File: config.mk
export PLATFORM = sky130hd
export DESIGN_NAME = iscas_cascade_timer_flat
export DESIGN_NICKNAME = d
export VERILOG_FILES = /design/src/rtl/iscas_cascade_timer_if.sv /design/src/rtl/iscas_cascade_timer.sv /design/src/flat_wrapper.sv
export SDC_FILE = /design/constraint.sdc
export NUM_CORES = 1
export LEC_CHECK = 0
export CAP_MARGIN = 40
export CORE_MARGIN = 1.5
export CORE_UTILIZATION = 46
export DETAILED_ROUTE_END_ITERATION = 8
export PLACE_DENSITY = 0.71
export RECOVER_POWER = 100
export SKIP_CTS_REPAIR_TIMING = 1
export SLEW_MARGIN = 20
export SYNTH_ARGS = -nofsm -noshare
export SYNTH_HDL_FRONTEND = slang
export SYNTH_SLANG_ARGS = --single-unit
File: constraint.sdc
create_clock -name blif_clk_net -period 2.48 [get_ports blif_clk_net]
set_input_delay 0.372 -clock blif_clk_net [delete_from_list [all_inputs] [get_ports blif_clk_net]]
set_output_delay 0.372 -clock blif_clk_net [all_outputs]
set_load 0.02 [all_outputs]
File: src/rtl/iscas_cascade_timer_if.sv
// Control/status bundle for iscas_cascade_timer: G0/G1/G2 controls in, channel values and flags out.
// The master side drives the controls; the slave side is the timer itself.
interface iscas_cascade_timer_if #(
  parameter int CH    = 3,
  parameter int CNT_W = 4
);
  logic                  G0;
  logic                  G1;
  logic                  G2;
  logic [CH*CNT_W-1:0]   cnt_o;
  logic [CH-1:0]         tc_o;
  logic                  done;
  logic                  ovf;
  logic                  busy;

  modport master (output G0, G1, G2, input cnt_o, tc_o, done, ovf, busy);
  modport slave  (input G0, G1, G2, output cnt_o, tc_o, done, ovf, busy);
endinterface

File: src/rtl/iscas_cascade_timer.sv
// Cascaded CH x CNT_W up/down counter/timer with pause/resume FSM, terminal-count pulses,
// sticky full-chain overflow and a fixed cool-down after every full-chain wrap.
module iscas_cascade_timer #(
  parameter int          CH       = 3,
  parameter int          CNT_W    = 4,
  parameter int unsigned TC_VAL   = (1 << CNT_W) - 1,
  parameter int          HOLD_CYC = 2
) (
  input  logic                  blif_clk_net,
  input  logic                  blif_reset_net,
  iscas_cascade_timer_if.slave  bus
);

  typedef enum logic [1:0] {IDLE, RUN, PAUSE, COOL} state_t;

  localparam logic [CNT_W-1:0] END_UP   = CNT_W'(TC_VAL);
  localparam logic [3:0]       COOL_LST = 4'(HOLD_CYC - 1);

  state_t           state;
  logic [3:0]       cool_cnt;
  logic [CNT_W-1:0] cnt_q [CH];
  logic [CNT_W-1:0] cnt_d [CH];
  logic [CH-1:0]    wrap;
  logic [CH-1:0]    tc_q;
  logic             done_q;
  logic             ovf_q;
  logic             step;

  assign step = (state == RUN) && bus.G1;

  // Ripple the step through the chain: a channel advances only when every lower channel sits at
  // its end value, so the carry into channel k+1 is exactly "channel k wrapped".
  // NOTE: every variable written here gets a value on every path first, so no latch is inferred.
  always_comb begin : chain
    logic carry;
    logic at_end;
    carry = step;
    for (int k = 0; k < CH; k++) begin
      at_end   = bus.G2 ? (cnt_q[k] == '0) : (cnt_q[k] == END_UP);
      wrap[k]  = carry && at_end;
      cnt_d[k] = cnt_q[k];
      if (carry) begin
        if (at_end) cnt_d[k] = bus.G2 ? END_UP : '0;
        else        cnt_d[k] = bus.G2 ? cnt_q[k] - CNT_W'(1) : cnt_q[k] + CNT_W'(1);
      end
      carry = wrap[k];
    end
  end

  // NOTE: reset is sampled synchronously, so it stays out of the sensitivity list; state updates
  // use non-blocking assignments so every register sees pre-edge values of its neighbours.
  always_ff @(posedge blif_clk_net) begin
    if (blif_reset_net || bus.G0) begin
      state    <= IDLE;
      cool_cnt <= '0;
      tc_q     <= '0;
      done_q   <= 1'b0;
      ovf_q    <= 1'b0;
      for (int k = 0; k < CH; k++) cnt_q[k] <= '0;
    end else begin
      for (int k = 0; k < CH; k++) cnt_q[k] <= cnt_d[k];
      tc_q   <= wrap;
      done_q <= wrap[CH-1];
      if (wrap[CH-1]) ovf_q <= 1'b1;

      unique case (state)
        IDLE:  if (bus.G1) state <= RUN;
        RUN: begin
          if (!bus.G1) begin
            state <= PAUSE;
          end else if (wrap[CH-1]) begin
            state    <= COOL;
            cool_cnt <= '0;
          end
        end
        PAUSE: if (bus.G1) state <= RUN;
        COOL: begin
          // Leave on the HOLD_CYC-th edge after the wrap edge.
          if (cool_cnt == COOL_LST) begin
            state    <= bus.G1 ? RUN : IDLE;
            cool_cnt <= '0;
          end else begin
            cool_cnt <= cool_cnt + 4'd1;
          end
        end
        default: state <= IDLE;
      endcase
    end
  end

  always_comb begin
    bus.cnt_o = '0;
    for (int k = 0; k < CH; k++) bus.cnt_o[k*CNT_W +: CNT_W] = cnt_q[k];
  end

  assign bus.tc_o = tc_q;
  assign bus.done = done_q;
  assign bus.ovf  = ovf_q;
  assign bus.busy = (state != IDLE);

endmodule

File: src/flat_wrapper.sv
// flat-port wrapper written by rule: the top's interface ports become plain ports
module iscas_cascade_timer_flat 
#(
  parameter int          CH       = 3,
  parameter int          CNT_W    = 4,
  parameter int unsigned TC_VAL   = (1 << CNT_W) - 1,
  parameter int          HOLD_CYC = 2
)
  (blif_clk_net, blif_reset_net, bus_G0, bus_G1, bus_G2, bus_cnt_o, bus_tc_o, bus_done, bus_ovf, bus_busy);
  iscas_cascade_timer_if #(.CH(CH), .CNT_W(CNT_W)) bus_i ();
  input  logic blif_clk_net;
  input  logic blif_reset_net;
  input wire logic [$bits(bus_i.G0)-1:0] bus_G0;
  input wire logic [$bits(bus_i.G1)-1:0] bus_G1;
  input wire logic [$bits(bus_i.G2)-1:0] bus_G2;
  output wire logic [$bits(bus_i.cnt_o)-1:0] bus_cnt_o;
  output wire logic [$bits(bus_i.tc_o)-1:0] bus_tc_o;
  output wire logic [$bits(bus_i.done)-1:0] bus_done;
  output wire logic [$bits(bus_i.ovf)-1:0] bus_ovf;
  output wire logic [$bits(bus_i.busy)-1:0] bus_busy;
  assign bus_i.G0 = bus_G0;
  assign bus_i.G1 = bus_G1;
  assign bus_i.G2 = bus_G2;
  assign bus_cnt_o = bus_i.cnt_o;
  assign bus_tc_o = bus_i.tc_o;
  assign bus_done = bus_i.done;
  assign bus_ovf = bus_i.ovf;
  assign bus_busy = bus_i.busy;
  iscas_cascade_timer #(.CH(CH), .CNT_W(CNT_W), .TC_VAL(TC_VAL), .HOLD_CYC(HOLD_CYC)) u_core (.blif_clk_net(blif_clk_net), .blif_reset_net(blif_reset_net), .bus(bus_i));
endmodule
==> results of run 1 <==
-- state kept, by name, summed over array words and instances (netlist names) --
name / count
u_core.cnt_q: 12
u_core.cool_cnt: 4
u_core.bus.ovf: 1
u_core.bus.tc_o: 3
u_core.state: 2
-- stage by stage --
step,worst slack (ns),cells
CTS,0.354,210
detailed placement,-0.00132,206
finish,0.286,210
global route,0.120,210
global placement,0.120,206
floorplan,0.559,157
-- worst register-to-register path: stages, from the launching register on --
cell	delay, ns
dfxtp_1	0.49
ha_1	0.32
and2_1	0.19
a311o_2	0.39
a211oi_1	0.18
a211oi_1	0.08
a221oi_1	0.36
-- cell families (layout without fill, tap and decap cells) --
logic type,count (synthesis),count (layout)
and+or+nand+nor,56,56
AOI/OAI and AO/OA,44,44
DFF,22,22
buffers and inverters,15,37
adders and majority gates,11,11
xor gates and xnor gates,7,7
muxes,2,2
-- how the worst max path moves through the flow --
stage | startpoint | endpoint | depth (start not counted)
floorplan | u_core.cnt_q[0][10]$_SDFFE_PP0P_ | u_core.cnt_q[0][11]$_SDFFE_PP0P_ | 6
global placement | bus_G2 | u_core.cnt_q[0][11]$_SDFFE_PP0P_ | 7
detailed placement | bus_G2 | u_core.cnt_q[0][11]$_SDFFE_PP0P_ | 7
CTS | bus_G2 | u_core.cnt_q[0][11]$_SDFFE_PP0P_ | 7
global route | bus_G1 | u_core.cool_cnt[2]$_SDFFE_PP0P_ | 6
finish | bus_G2 | u_core.cnt_q[0][11]$_SDFFE_PP0P_ | 7
-- cells in the mapped netlist, drive strengths merged --
| master | number | area [um^2] |
|---|---|---|
| or3 | 4 | 30.0 |
| o21a | 1 | 7.51 |
| o211ai | 6 | 45.0 |
| nor2b | 2 | 12.5 |
| dfxtp | 22 | 440 |
| buf | 3 | 26.3 |
| nand4 | 2 | 12.5 |
| nor4 | 3 | 25.0 |
| nor3 | 3 | 15.0 |
| o21ai | 9 | 45.0 |
| ha | 8 | 100 |
| nand3 | 1 | 5.00 |
| a221oi | 3 | 50.1 |
| inv | 9 | 33.8 |
| o221a | 1 | 11.3 |
| xor2 | 1 | 8.76 |
| clkbuf | 3 | 21.3 |
| and2 | 5 | 32.5 |
| a21oi | 8 | 40.0 |
| and4b | 1 | 10.0 |
| nor2 | 17 | 63.8 |
| mux2i | 2 | 20.0 |
| xnor2 | 6 | 52.6 |
| fa | 3 | 60.1 |
| or4 | 1 | 7.51 |
| a22oi | 1 | 7.51 |
| a21o | 5 | 40.0 |
| nand2b | 1 | 6.26 |
| or2 | 3 | 18.8 |
| a311o | 1 | 11.3 |
| a211oi | 4 | 30.0 |
| nor3b | 1 | 7.51 |
| o41ai | 1 | 8.76 |
| a311oi | 1 | 8.76 |
| a21boi | 1 | 7.51 |
| a31oi | 2 | 12.5 |
| nand2 | 12 | 47.6 |
-- cell type report --
| type | count | area share [%] |
|---|---|---|
| repair buffers | 24 | 14.9 |
| clock inverters | 1 | 1.80 |
| inverters | 9 | 2.03 |
| flip-flops and latches | 22 | 26.4 |
| multi-input cells | 120 | 51.2 |
| well taps | 31 | 2.33 |
| clock buffers | 3 | 1.35 |
-- power by group through the flow --
stage / logic (mW) / registers [mW] / clock network [mW]
floorplan: 0.0518 / 0.369 / 0
global placement: 0.0763 / 0.368 / 0
detailed placement: 0.0776 / 0.368 / 0
CTS: 0.0782 / 0.360 / 0.287
global route: 0.0853 / 0.361 / 0.306
finish: 0.0763 / 0.360 / 0.282
-- per-layer routing --
| metal | vias up | wire (um) | track usage (%) |
|---|---|---|---|
| li1 | 612 | - | - |
| met1 | 581 | 1390 | 28.2 |
| met2 | 33 | 1510 | 35.9 |
| met3 | 4 | 142 | 4.91 |
| met4 | 0 | 24 | 3.99 |
| met5 | - | 0 | 0 |
==> impl_metrics.yaml, run 1 <==
cts:
  cts_tree: "done"
  cts_sinks: 22
  clk_pin_slew_ns: 0.13
  root_buffer: "clkbuf_4"
  clkLatencyLatePin_ns: 0.32
  htree_levels: 1
  cts_max_path_buffers: 2
  numCtsBuffers: 3
placed_design:
  dpl-instance-area_um2: 1620
  dpl.hpwl_um: 2230
  portBuffers: 22
  place_congestion: 0.794
pwr:
  power_switching_uw: 167
  p_int_uw: 552
  finalPower_uw: 718
  p_seq_share_pct: 50.1
  p_leak_nw: 0.669
  power.share.clock_pct: 39.3
  pwr_density_cell_nw_per_um2: 431
  power_frac_comb_pct: 10.6
  ir_worst_vdd_mv: 0.312
  p_sw_share_pct: 23.2
synth:
  syn_area_per_cell_um2: 8.81
  muxShareOfSynthArea_pct: 1.45
  synthDistinctLibCells: 48
  synth_compound_area_share_pct: 23.5
  synth_area_um2: 1380
  ys_seq_elements: 22
  synth.yosys.seq_area_share_pct: 31.9
  ys_warn_count: 0
  synth-adder-area-share_pct: 11.6
  netlist_instances: 157
  synthSimpleGateAreaFrac_pct: 21.3
  synth_fp_nets: 173
  synth_top_family_by_area: "compound AO/OA/AOI/OAI gates"
  yosys.area_share.xor_xnor_pct: 4.43
critical_path:
  arrival_ns: 2.42
  slowest_delay_ns: 0.55
  r2r_cells: 6
  critPathKind: "input port to register"
  cp_max_fo: 4
  worstPathCellList: "clkdlybuf4s50_1 -> ha_1 -> and2_1 -> a311o_2 -> a211oi_1 -> a211oi_1 -> a221oi_1"
  cpMostUsedCell: "a211oi_1"
  ff2ff_setup_slack_ns: 0.38
  path_delay_family: "compound AO/OA/AOI/OAI gates"
  crit_buf_inv: 1
  endpoint_kind: "register"
  reg2reg_to: "u_core.cnt_q[0][11]$_SDFFE_PP0P_"
  crit_required_ns: 2.70
  r2r_start: "u_core.cnt_q[0][10]$_SDFFE_PP0P_"
  cp-start-kind: "input port"
  crit_slowest_cell: "clkdlybuf4s50_1"
finish:
  layout_common_cells: "dfxtp_1 (22), dlygate4sd3_1 (18), nor2_1 (17)"
  diodes: 0
  postLayoutCellArea_um2: 1670
  final_common_cell: "dfxtp_1"
  nNetsFinal: 196
  drive_above_1_share_pct: 9.50
  area_growth_pct: 20.5
  multiInputGateArea_um2: 853
  regArea_um2: 440
  fillers: 260
  final_util_pct: 59.4
detailed_routing:
  drc: 2
  wl_per_cell_um: 14.6
  via_per_inst: 5.86
  routed_wl_um: 3070
  ant_nets: 0
  drt-initial-drc-count: 30
  vias: 1230
  drtPass1Iterations: 8
timing:
  hold_slack_ns: 0.506
  relSlewSlack_pct: 35.1
  fin_crit_sh_pct: 88.5
  fin_skew_ns: 0.0121
  min_period_ns: 2.19
  rsz0062_at_grt: "no"
  slew_viol_final: 0
  final_hold_viol_count: 0
  tightest_slew_ns: 0.964
  finalSetupViolCount: 0
  setup_tns_ns: 0
  clock.fmax_ghz: 0.456
floorplanning:
  core_area_um2: 2810
  initial_core_util_pct: 49.3
  num_rows: 19
  dieHeight_um: 57.8
  dieWidth_um: 57.8
  io_pins: 23
  fp.dieArea_um2: 3340
grt:
  grt_usage_pct: 21.3
  grt_max_degree: 24
  grt-ovfl-total: 0
  grt_pass1_vias: 1147
  grt_pass1_wl_um: 5570
  antenna_found_initial: 0
min_path:
  min_path_cells: 1
  hold_end: "u_core.bus.ovf$_SDFFE_PP0P_"
  min_from: "u_core.bus.ovf$_SDFFE_PP0P_"
  hold_class: "register to register"
run_status:
  failed_checks: "DRC"
  status: "finished, violations left"
run:
  drv_cap: 0
No activity file was read; power rests on OpenSTA's default activity.
==> run 2: changes to the inputs <==
--- a/config.mk
+++ b/config.mk
@@ -7,2 +7,3 @@
 export LEC_CHECK = 0
+export ABC_CLOCK_PERIOD_IN_PS = 2480
 export CAP_MARGIN = 40
==> constraint.sdc (replaced) <==
create_clock -name blif_clk_net -period 2.48 [get_ports blif_clk_net]
set_input_delay 0.744 -clock blif_clk_net [delete_from_list [all_inputs] [get_ports blif_clk_net]]
set_output_delay 0.744 -clock blif_clk_net [all_outputs]
set_load 0.02 [all_outputs]
==> run 2 against run 1 <==
Net effect: the run still ends with DRC left; clock skew is 0.0082 ns lower; critical endpoint unchanged; combinational power is 16% higher; flip-flop and latch count stayed put; core utilization is 4.2 points higher; final area is 7.1% higher; sequential share of layout area is 1.7 points lower; worst hold slack worse by 0.035 ns; die area stayed put; highest routed layer unchanged; critical path depth is 1 higher; register-to-register slack better by 0.10 ns; clock power is 31% lower.
==> impl_metrics.yaml, run 2 (same netlist as run 1, synthesis figures left out) <==
critical_path:
  slowest_delay_ns: 0.39
  cpMostUsedCell: "clkbuf_1"
  worstPathCellList: "clkbuf_1 -> clkbuf_1 -> ha_1 -> a311o_2 -> buf_4 -> nand2_1 -> o211ai_1 -> a221oi_2"
  crit_path_start: "bus_G2"
  arrival_ns: 2.50
  endpoint_kind: "register"
  r2r_start: "u_core.cnt_q[0][10]$_SDFFE_PP0P_"
  crit_slowest_cell: "a311o_2"
  cp_max_fo: 7
  ff2ff_setup_slack_ns: 0.48
  path_delay_family: "compound AO/OA/AOI/OAI gates"
  crit_buf_inv: 3
  crit_required_ns: 2.69
  cp.depth: 8
  worstSetupEndpoint: "u_core.cnt_q[0][11]$_SDFFE_PP0P_"
  r2r_cells: 7
  reg2reg_to: "u_core.cnt_q[0][11]$_SDFFE_PP0P_"
  cp-start-kind: "input port"
  critPathKind: "input port to register"
placed_design:
  dp_cells: 225
  portBuffers: 22
  place_congestion: 0.805
  place_ws_ns: -0.303
  dpl.hpwl_um: 2540
cts:
  clk_pin_slew_ns: 0.12
  root_buffer: "clkbuf_4"
  clkLatencyLatePin_ns: 0.30
  numCtsBuffers: 3
  htree_levels: 1
  cts_sinks: 22
  cts_max_path_buffers: 2
  cts_tree: "done"
timing:
  hold_slack_ns: 0.471
  rsz0062_at_grt: "no"
  final_hold_viol_count: 0
  min_period_ns: 2.29
  fin_crit_sh_pct: 92.4
  clock.fmax_ghz: 0.436
  relSlewSlack_pct: 34.6
  fin_skew_ns: 0.00395
  slew_viol_final: 0
  finalSetupViolCount: 0
  fin_ws_ns: 0.189
  tightest_slew_ns: 0.981
pwr:
  ir_worst_vdd_mv: 0.230
  p_leak_nw: 0.730
  pwr_density_cell_nw_per_um2: 360
  finalPower_uw: 643
floorplanning:
  fp.dieArea_um2: 3340
  dieHeight_um: 57.8
  dieWidth_um: 57.8
  io_pins: 23
  core_area_um2: 2810
  initial_core_util_pct: 49.3
  num_rows: 19
finish:
  final_util_pct: 63.6
  layout_common_cells: "dfxtp_1 (22), dlygate4sd3_1 (18), nor2_1 (17), buf_4 (17), nand2_1 (11)"
  fillers: 267
  area_growth_pct: 29.0
  largest_register_ff_count: 12
  regMostFlops: "u_core.cnt_q"
  final_cells: 229
  nNetsFinal: 215
  diodes: 0
  final_common_cell: "dfxtp_1"
  drive_above_1_share_pct: 18.2
detailed_routing:
  drtPass1Iterations: 8
  vias: 1325
  wl_per_cell_um: 14.1
  ant_nets: 0
  via_per_inst: 5.79
  routed_wl_um: 3230
  drc: 1
  drt-initial-drc-count: 22
run:
  drv_cap: 0
grt:
  grt-ovfl-total: 0
  grt_usage_pct: 20.5
  antenna_found_initial: 0
  grt_max_degree: 17
  grt_pass1_wl_um: 5530
  grt_pass1_vias: 1300
run_status:
  failed_checks: "DRC"
  status: "finished, violations left"
min_path:
  hold_class: "register to register"
## run 2: cell types whose count changed in the layout (fill, tap and decap cells not counted), sizes merged
cell	delta
clkbuf	+6
clkdlybuf4s50	-1
buf	+15
bufinv	-1
## run 2: metrics by stage
step | area [um^2] | setup TNS [ns]
detailed placement | 1750 | -1.49
global placement | 1750 | -0.844
CTS | 1790 | 0
floorplan | 1380 | 0
finish | 1780 | 0
global route | 1780 | 0
## run 2: final cells by class
type	instances	area [um^2]	share of cell area (%)
Timing Repair Buffer	43	357	20.0
Clock buffer	4	36.3	2.03
Multi-Input combinational cell	120	878	49.2
Inverter	9	33.8	1.89
Sequential cell	22	440	24.7
Tap cell	31	38.8	2.17
## run 2: how the worst min path moves through the flow
stage	from	endpoint	slack (ns)	depth (start not counted)
4_1_cts	u_core.bus.ovf$_SDFFE_PP0P_	u_core.bus.ovf$_SDFFE_PP0P_	0.48	1
3_3_place_gp	u_core.bus.ovf$_SDFFE_PP0P_	u_core.bus.ovf$_SDFFE_PP0P_	0.45	1
2_1_floorplan	u_core.cool_cnt[3]$_SDFFE_PP0P_	u_core.cool_cnt[3]$_SDFFE_PP0P_	0.47	2
3_5_place_dp	u_core.bus.ovf$_SDFFE_PP0P_	u_core.bus.ovf$_SDFFE_PP0P_	0.45	1
6_report	u_core.bus.ovf$_SDFFE_PP0P_	u_core.bus.ovf$_SDFFE_PP0P_	0.47	1
5_1_grt	u_core.bus.ovf$_SDFFE_PP0P_	u_core.bus.ovf$_SDFFE_PP0P_	0.50	1
## run 2: report_power, final
group / total [mW] / internal (mW) / switching, mW / leakage (nW)
combinational: 0.0883 / 0.0401 / 0.0482 / 0.531
sequential: 0.360 / 0.356 / 0.00394 / 0.177
clock: 0.194 / 0.0894 / 0.105 / 0.0210
## run 2: metal layers
| layer | up-vias | global-route usage (%) | wire, um |
|---|---|---|---|
| met2 | 25 | 35.6 | 1640 |
| li1 | 646 | - | - |
| met4 | 0 | 7.31 | 45 |
| met5 | - | 0 | 0 |
| met1 | 648 | 26.1 | 1460 |
| met3 | 6 | 2.68 | 83 |
==> run 3: changes to the inputs <==
- CORE_ASPECT_RATIO: default -> 2
==> run 3 against run 2 <==
Net effect: the flow now finishes without violations; register-to-register slack improved by 0.04 ns; combinational power is 7.7% higher; wire length grew 6.2%; flip-flop and latch count unchanged; maximum frequency decreased by 5.2%; sequential share of layout area fell by 0.12 points; highest routed layer unchanged; via count fell by 2.6%; critical path depth unchanged; sequential power hardly changed.
==> impl_metrics.yaml, run 3 (same netlist as run 1, synthesis figures left out) <==
min_path:
  hold_class: "register to register"
  min_path_cells: 1
  min_from: "u_core.bus.ovf$_SDFFE_PP0P_"
timing:
  min_period_ns: 2.42
  finalSetupViolCount: 0
  rsz0062_at_grt: "yes"
  relSlewSlack_pct: 64.2
  final_hold_viol_count: 0
  tightest_slew_ns: 0.536
  slew_viol_final: 0
  clock.fmax_ghz: 0.414
  hold_slack_ns: 0.477
  fin_crit_sh_pct: 97.5
  fin_ws_ns: 0.0620
  fin_skew_ns: 0.00451
finish:
  diodes: 0
  layout_common_cells: "dfxtp_1 (22), clkdlybuf4s50_1 (20), nor2_1 (17)"
  area_growth_pct: 29.7
  regMostFlops: "u_core.cnt_q"
  final_common_cell: "dfxtp_1"
  fillers: 270
  nNetsFinal: 211
  final_util_pct: 61.7
  postLayoutCellArea_um2: 1790
  largest_register_ff_count: 12
  drive_above_1_share_pct: 18.6
floorplanning:
  dieWidth_um: 41.8
  dieHeight_um: 80.5
  io_pins: 23
  fp.dieArea_um2: 3360
  initial_core_util_pct: 47.5
  num_rows: 28
  core_area_um2: 2910
critical_path:
  cp-start-kind: "input port"
  slowest_delay_ns: 0.42
  arrival_ns: 2.59
  crit_path_start: "bus_G2"
  cp_max_fo: 10
  ff2ff_setup_slack_ns: 0.52
  worstSetupEndpoint: "u_core.cnt_q[0][11]$_SDFFE_PP0P_"
  endpoint_kind: "register"
  crit_required_ns: 2.66
  worstPathCellList: "clkdlybuf4s50_1 -> buf_4 -> ha_1 -> and2_1 -> a311o_2 -> a211oi_2 -> a211oi_1 -> a221oi_2"
  critPathKind: "input port to register"
  crit_buf_inv: 2
  cp.depth: 8
  reg2reg_to: "u_core.cnt_q[0][11]$_SDFFE_PP0P_"
  crit_slowest_cell: "clkdlybuf4s50_1"
  r2r_cells: 6
  path_delay_family: "compound AO/OA/AOI/OAI gates"
  r2r_start: "u_core.cnt_q[0][10]$_SDFFE_PP0P_"
grt:
  antenna_found_initial: 0
  grtUsageMet1_pct: 21.2
  grt_pass1_vias: 1355
  grt_use_met2_pct: 45.2
  grt_usage_pct: 22.0
  grt-ovfl-total: 0
  grt_pass1_wl_um: 5840
  grt_busiest_layer: "met2"
  grt_use_met3_pct: 2.02
  grt_max_degree: 17
placed_design:
  place_ws_ns: -0.267
  portBuffers: 22
  dpl.hpwl_um: 2690
  dpl-instance-area_um2: 1730
  place_congestion: 0.847
pwr:
  pwr_density_cell_nw_per_um2: 395
  ir_worst_vdd_mv: 0.370
  p_leak_nw: 0.686
cts:
  cts_tree: "done"
  root_buffer: "clkbuf_8"
  cts_sinks: 22
  cts_max_path_buffers: 2
  numCtsBuffers: 3
  htree_levels: 1
  clk_pin_slew_ns: 0.08
  clkLatencyLatePin_ns: 0.26
detailed_routing:
  ant_nets: 0
  wl_per_cell_um: 15.3
  drt-initial-drc-count: 19
  via_per_inst: 5.76
  routed_wl_um: 3430
  drc: 0
  vias: 1291
  drtPass1Iterations: 4
run:
  drv_cap: 0
run_status:
  status: "completed"
-- run 3: through the flow --
| step | power (mW) | cells | TNS, ns |
|---|---|---|---|
| 2_1_floorplan | 0.421 | 157 | 0 |
| 3_3_place_gp | 0.458 | 220 | -0.802 |
| 3_5_place_dp | 0.462 | 220 | -1.51 |
| 4_1_cts | 0.720 | 224 | 0 |
| 5_1_grt | 0.737 | 224 | -0.0443 |
| 6_report | 0.709 | 224 | 0 |
-- run 3: worst min path at each step --
stage / endpoint
after detailed placement: u_core.bus.ovf$_SDFFE_PP0P_
after global placement: u_core.bus.ovf$_SDFFE_PP0P_
final: u_core.bus.ovf$_SDFFE_PP0P_
after CTS: u_core.bus.ovf$_SDFFE_PP0P_
after global routing: u_core.bus.ovf$_SDFFE_PP0P_
after floorplan: u_core.cool_cnt[3]$_SDFFE_PP0P_
-- run 3: layout make-up --
cell class                 instances  area (um^2)  share of cell area, %
timing repair buffer              39          360                   20.1
clock buffer                       4         55.1                   3.07
sequential                        22          440                   24.6
inverter                           9         33.8                   1.88
multi-input combinational        120          866                   48.3
tap                               30         37.5                   2.09
-- run 3: routing by layer --
layer  vias to the layer above  share of wire, %
met1                       627                36
met5                         -                 0
met4                         0               1.8
li1                        638                 -
met2                        20                61
met3                         6               1.7
-- run 3: power breakdown --
part | leakage (nW) | total (mW) | switching (mW) | internal [mW]
Sequential | 0.177 | 0.359 | 0.00375 | 0.356
Combinational | 0.480 | 0.0951 | 0.0494 | 0.0457
Clock | 0.0288 | 0.255 | 0.113 | 0.141
Total | 0.686 | 0.709 | 0.166 | 0.543
==> RTL edit 1: new RTL, config.mk and constraints of run 1 <==
`CH` is set to 3 in 3 places; all go to 2.
--- a/src/rtl/iscas_cascade_timer_if.sv
+++ b/src/rtl/iscas_cascade_timer_if.sv
@@ -1,7 +1,7 @@
 // Control/status bundle for iscas_cascade_timer: G0/G1/G2 controls in, channel values and flags out.
 // The master side drives the controls; the slave side is the timer itself.
 interface iscas_cascade_timer_if #(
-  parameter int CH    = 3,
+  parameter int CH    = 2,
   parameter int CNT_W = 4
 );
   logic                  G0;
--- a/src/rtl/iscas_cascade_timer.sv
+++ b/src/rtl/iscas_cascade_timer.sv
@@ -1,7 +1,7 @@
 // Cascaded CH x CNT_W up/down counter/timer with pause/resume FSM, terminal-count pulses,
 // sticky full-chain overflow and a fixed cool-down after every full-chain wrap.
 module iscas_cascade_timer #(
-  parameter int          CH       = 3,
+  parameter int          CH       = 2,
   parameter int          CNT_W    = 4,
   parameter int unsigned TC_VAL   = (1 << CNT_W) - 1,
   parameter int          HOLD_CYC = 2
--- a/src/flat_wrapper.sv
+++ b/src/flat_wrapper.sv
@@ -1,7 +1,7 @@
 // flat-port wrapper written by rule: the top's interface ports become plain ports
 module iscas_cascade_timer_flat 
 #(
-  parameter int          CH       = 3,
+  parameter int          CH       = 2,
   parameter int          CNT_W    = 4,
   parameter int unsigned TC_VAL   = (1 << CNT_W) - 1,
   parameter int          HOLD_CYC = 2
Interface: changed (resized bus_cnt_o and bus_tc_o); port bits go from 23 to 18. The function was not compared with the original's and may differ.
==> RTL edit 1 against run 1 <==
  * Die area shrank 26%
  * Routed wire length shrank 37%
  * Sequential share of layout area increased by 1.8 points
  * Setup slack gained 92 ps
  * Sequential cell count decreased by 5
  * Register-to-register slack better by 230 ps
  * Highest routed layer unchanged
  * Clock skew fell by 5.4 ps
  * Power down 32%
  * Sequential power decreased by 23%
  * Final area decreased by 28%
  * Clock power shrank 47%
  * First-iteration DRC count down 30%
  * Synthesized area shrank 27%
==> RTL edit 1: results (changes against run 1) <==
| Metric | Value |
|---|---|
| Most instantiated cells after synthesis | dfxtp_1 (17), nor2_1 (16), inv_1 (8) |
| First-pass DRT Iterations | 4 (-4) |
| Status | finished, final reports clean |
| Slowest CP cell | dlygate4sd3_1 |
| Worst-path clk slew | 100 ps (-30 ps) |
| Number of I/O port buffers | 17 (-23%) |
| Hold Worst Slack | 483 ps (-22.8 ps) |
| Routed via count | 856 (-30%) |
| Final nets | 145 (-26%) |
| Critical R2R Launch | u_core.cnt_q[0][0] |
| Layout cells sized above 1 | 0.0840 (-0.0110) |
| Fmax achieved | 476 MHz (+4.4%) |
| DR iter-0 viols | 21 (-30%) |
| Comb group | 0.0573 mW (-25%) |
| Clock share of power | 0.308 (-0.085) |
| Worst path arrival time | 2300 ps (-120 ps) |
| Worst flop-to-flop path endpoint | u_core.cool_cnt[2] |
| Distinct cells, synth | 40 (-17%) |
| Cell Area, Placed | 1190 sq um (-26%) |
| Clock skew | 6.73 ps (-5.39 ps) |
| Crit Path Max Fanout | 9 (+5) |
| Hold Path Stages | 2 (+1) |
| DR WL/cell | 12.2 microns (-16%) |
| First-pass GRT wire length | 3230 microns (-42%) |
| Crit path largest cell delay | 630 ps (+80 ps) |
| Worst Reg-to-Reg Cells | 5 (-1) |
| Clk_lat worst skew | 290 ps (-30 ps) |
| Register area share after synthesis | 0.339 (+0.0206) |
| Leak | 0.488 nW (-27%) |
| Gpl congestion | 0.776 (-2.2%) |
| Internal power | 0.361 mW (-35%) |
| Area contributors post-synth | dfxtp_1 (34%), ha_1 (7.5%), nor2_1 (6.0%) |
| Total power | 0.486 mW (-32%) |
| Post-Syn Instances | 113 (-28%) |
| Worst-Margin Slew | 790 ps (-174 ps) |
| Min-delay src | u_core.bus.ovf |
| CTS root buf | clkbuf_4 |
| Placed cells | 154 (-25%) |
| Worst Setup EP | u_core.cnt_q[0][5] |
| WL final | 1930 microns (-37%) |
| Setup WS pre-CTS | 251 ps (+252 ps) |
| Reg2Reg Setup Slack | 610 ps (+230 ps) |
| Largest net degree at the start of global routing | 15 (-38%) |
| CP delay by family, top | buffers and inverters |
| All-Layer GR Usage | 0.169 (-0.0441) |
| Vias in the first global route | 726 (-37%) |
| Hold path endpoint | u_core.bus.ovf |
| Tightest Hold Check Type | reg -> reg |
| VDD IR max | 0.283 mV (-9.4%) |
| Syn_nets | 126 (-27%) |
| DP Wirelength | 1440 microns (-35%) |
| CP startpoint | bus_G2 |
[RTL edit 1: cell families (layout without fill, tap and decap cells)]
group / Yosys count / after routing / synth area share
compound gates: 25 / 25 / 0.197
flops: 17 / 17 / 0.339
simple gates: 41 / 41 / 0.213
buf+inv: 13 / 31 / 0.0536
fa+ha+maj: 8 / 8 / 0.115
mux: 2 / 2 / 0.0212
xor+xnor: 7 / 7 / 0.0611
[RTL edit 1: cell type report]
class | instances | area [sq um]
inverters | 9 | 33.8
well taps | 27 | 33.8
clock buffers | 3 | 22.5
flip-flops and latches | 17 | 340
multi-input cells | 83 | 591
fillers | 194 | 798
clock inverters | 1 | 5.00
repair buffers | 18 | 178
[RTL edit 1: metal layers]
layer | part of all wire | GRT usage | wire, microns
met2 | 0.45 | 0.271 | 864
met4 | 0.012 | 0.0556 | 23
met1 | 0.49 | 0.224 | 957
met3 | 0.047 | 0.0364 | 90
met5 | 0 | 0 | 0
==> RTL edit 2: new RTL, settings of run 1 <==
Made on the original files. The 4 states of `state_t` get a Gray code encoding in 2 bits.
--- a/src/rtl/iscas_cascade_timer.sv
+++ b/src/rtl/iscas_cascade_timer.sv
@@ -11,7 +11,7 @@
   iscas_cascade_timer_if.slave  bus
 );
 
-  typedef enum logic [1:0] {IDLE, RUN, PAUSE, COOL} state_t;
+  typedef enum logic [1:0] {IDLE = 2'b00, RUN = 2'b01, PAUSE = 2'b11, COOL = 2'b10} state_t;
 
   localparam logic [CNT_W-1:0] END_UP   = CNT_W'(TC_VAL);
   localparam logic [3:0]       COOL_LST = 4'(HOLD_CYC - 1);
Behaviour: no difference found for any inputs over 10 cycles, from zero or initial values; not proved beyond that.
==> RTL edit 2 against run 1 <==
  * Synthesized area rose by 11%
  * Routed wire length rose by 5.7%
  * Largest cell class unchanged
  * Cell count rose by 14%
  * Setup slack got worse by 10 ps
  * Clock power fell by 40%
  * Worst hold slack got worse by 0.71 ps
  * Final area rose by 10%
  * Highest routed layer unchanged
  * Non-clock buffer count rose by 2
  * Sequential cell count did not move
  * Power fell by 9.2%
  * Critical endpoint is now u_core.cool_cnt[3]
==> RTL edit 2: results (changes against run 1) <==
| Metric | Value |
|---|---|
| Status | finished, final reports clean |
| Post-Synth XOR/XNOR Area | 0.0398 (-0.00454) |
| Tightest Hold Check Type | reg -> reg |
| First-pass DRT Iterations | 4 (-4) |
| Syn_nets | 192 (+11%) |
| First-pass GRT wire length | 5590 microns (+0.38%) |
| DR iter-0 viols | 49 (+63%) |
| Compound-Gate Fraction of Synth Area | 0.208 (-0.0273) |
| Crit Path Max Fanout | 6 (+2) |
| Distinct cells, synth | 51 (+6.3%) |
| Primary FF master, synth | dfxtp_1 |
| Slowest CP cell | dlygate4sd3_1 |
| Worst-path clk slew | approximately 120 ps |
| Clk_lat worst skew | 300 ps (-20 ps) |
| Largest Register | u_core.cnt_q |
| Gpl congestion | 0.868 (+9.4%) |
| All-Layer GR Usage | 0.197 (-0.0162) |
| Slew margin rel. | 0.579 (+0.228) |
| Register area share after synthesis | 0.286 (-0.0326) |
| Most instantiated cells after synthesis | dfxtp_1 (22), nor2_1 (20), nand2_1 (15) |
| Largest net degree at the start of global routing | 18 (-25%) |
| Post-synthesis adder-cell area fraction | 0.136 (+0.0206) |
| Yosys Warn Count | 0 (unchanged) |
| VDD IR max | 0.168 mV (-46%) |
| Area contributors post-synth | dfxtp_1 (29%), ha_1 (9.7%), nor2_1 (4.9%) |
| DP Wirelength | 2430 microns (+9.1%) |
| Number of I/O port buffers | 22 (unchanged) |
| CP delay by family, top | buffers and inverters |
| Final nets | 218 (+11%) |
| Initial antenna violation count | 0 (unchanged) |
| Leak | 0.803 nW (+20%) |
| CTS Buffer Depth | 2 (unchanged) |
| Placed cells | 237 (+15%) |
| Final ANT Viol Nets | 0 (unchanged) |
| Crit path largest cell delay | 590 ps (+40 ps) |
| Layout cells sized above 1 | 0.0816 (-0.0133) |
| CTS root buf | clkbuf_4 |
| # diodes | 0 (unchanged) |
| H-Tree Depth | 1 (unchanged) |
| Ys async rst share | 0 (unchanged) |
| Max reg flops | 12 (unchanged) |
| Fillers | 296 (+14%) |
| Cell with the most instances after synthesis | dfxtp_1 |
| Via density per instance | 5.57 (-4.9%) |
| Clock skew | 5.52 ps (-6.61 ps) |
| Worst path arrival time | ~2400 ps |
| Routed via count | 1337 (+8.7%) |
| Mux cell area share after synthesis | 0.0260 (+0.0115) |
| Syn_area_per_cell | 8.95 sq um (+1.7%) |
| DR WL/cell | 13.5 microns (-7.5%) |
[RTL edit 2: cell count changes in the layout (fill, tap and decap cells not counted), moves of 3 or more]
cell	run 1	this run
ha_1	8	12
nand2_1	11	15
nand3_1	1	6
nor2_1	17	20
o211ai_1	6	2
o21ai_0	9	3
[RTL edit 2: per-layer routing]
layer  GRT usage  wire (microns)
met5           0               0
met4      0.0652              38
met1       0.256            1580
met3      0.0256              84
met2       0.336            1540
[RTL edit 2: final timing paths]
path	startpoint	end	slack, ps	cells after the start
hold reg to reg	u_core.bus.ovf	u_core.bus.ovf	510	2
hold / removal	u_core.bus.ovf	u_core.bus.ovf	510	2
setup reg to reg	u_core.state[1]	u_core.cnt_q[0][7]	510	6
setup / recovery	bus_G2	u_core.cool_cnt[3]	280	8
[RTL edit 2: tightest hold or removal path, cell delays in order (launching register included)]
cell	delay [ps]
dfxtp_1	360
a21oi_1	50
nor2_1	70
[RTL edit 2: logic make-up (layout without fill, tap and decap cells)]
logic type                 after synthesis  in the layout
AOI/OAI and AO/OA                       37             37
buffers and inverters                   17             41
xor gates and xnor gates                 7              7
muxes                                    4              4
and+or+nand+nor                         70             70
DFF                                     22             22
adders and majority gates               15             15
[RTL edit 2: area by class of cell]
| class | count | share of cell area |
|---|---|---|
| clock buffers | 3 | 0.0123 |
| inverters | 12 | 0.0246 |
| multi-input cells | 133 | 0.552 |
| flip-flops and latches | 22 | 0.240 |
| well taps | 44 | 0.0300 |
| repair buffers | 26 | 0.141 |
[RTL edit 2: through the flow]
step                      power, mW  worst slack [ps]  utilization  cell area, sq um  hold slack, ps
final                         0.652               276        0.586              1830             505
after floorplan               0.457               729            -              1540             451
after CTS                     0.666               471        0.592              1850             506
after detailed placement      0.498               137        0.585              1830             475
after global placement        0.494               182        0.585              1830             468
after global routing          0.692               185        0.586              1830             538
[RTL edit 2: power breakdown]
| part | total [mW] | internal (mW) | switching, mW |
|---|---|---|---|
| logic | 0.119 | 0.0502 | 0.0688 |
| clock network | 0.169 | 0.0566 | 0.112 |
| registers | 0.365 | 0.358 | 0.00661 |
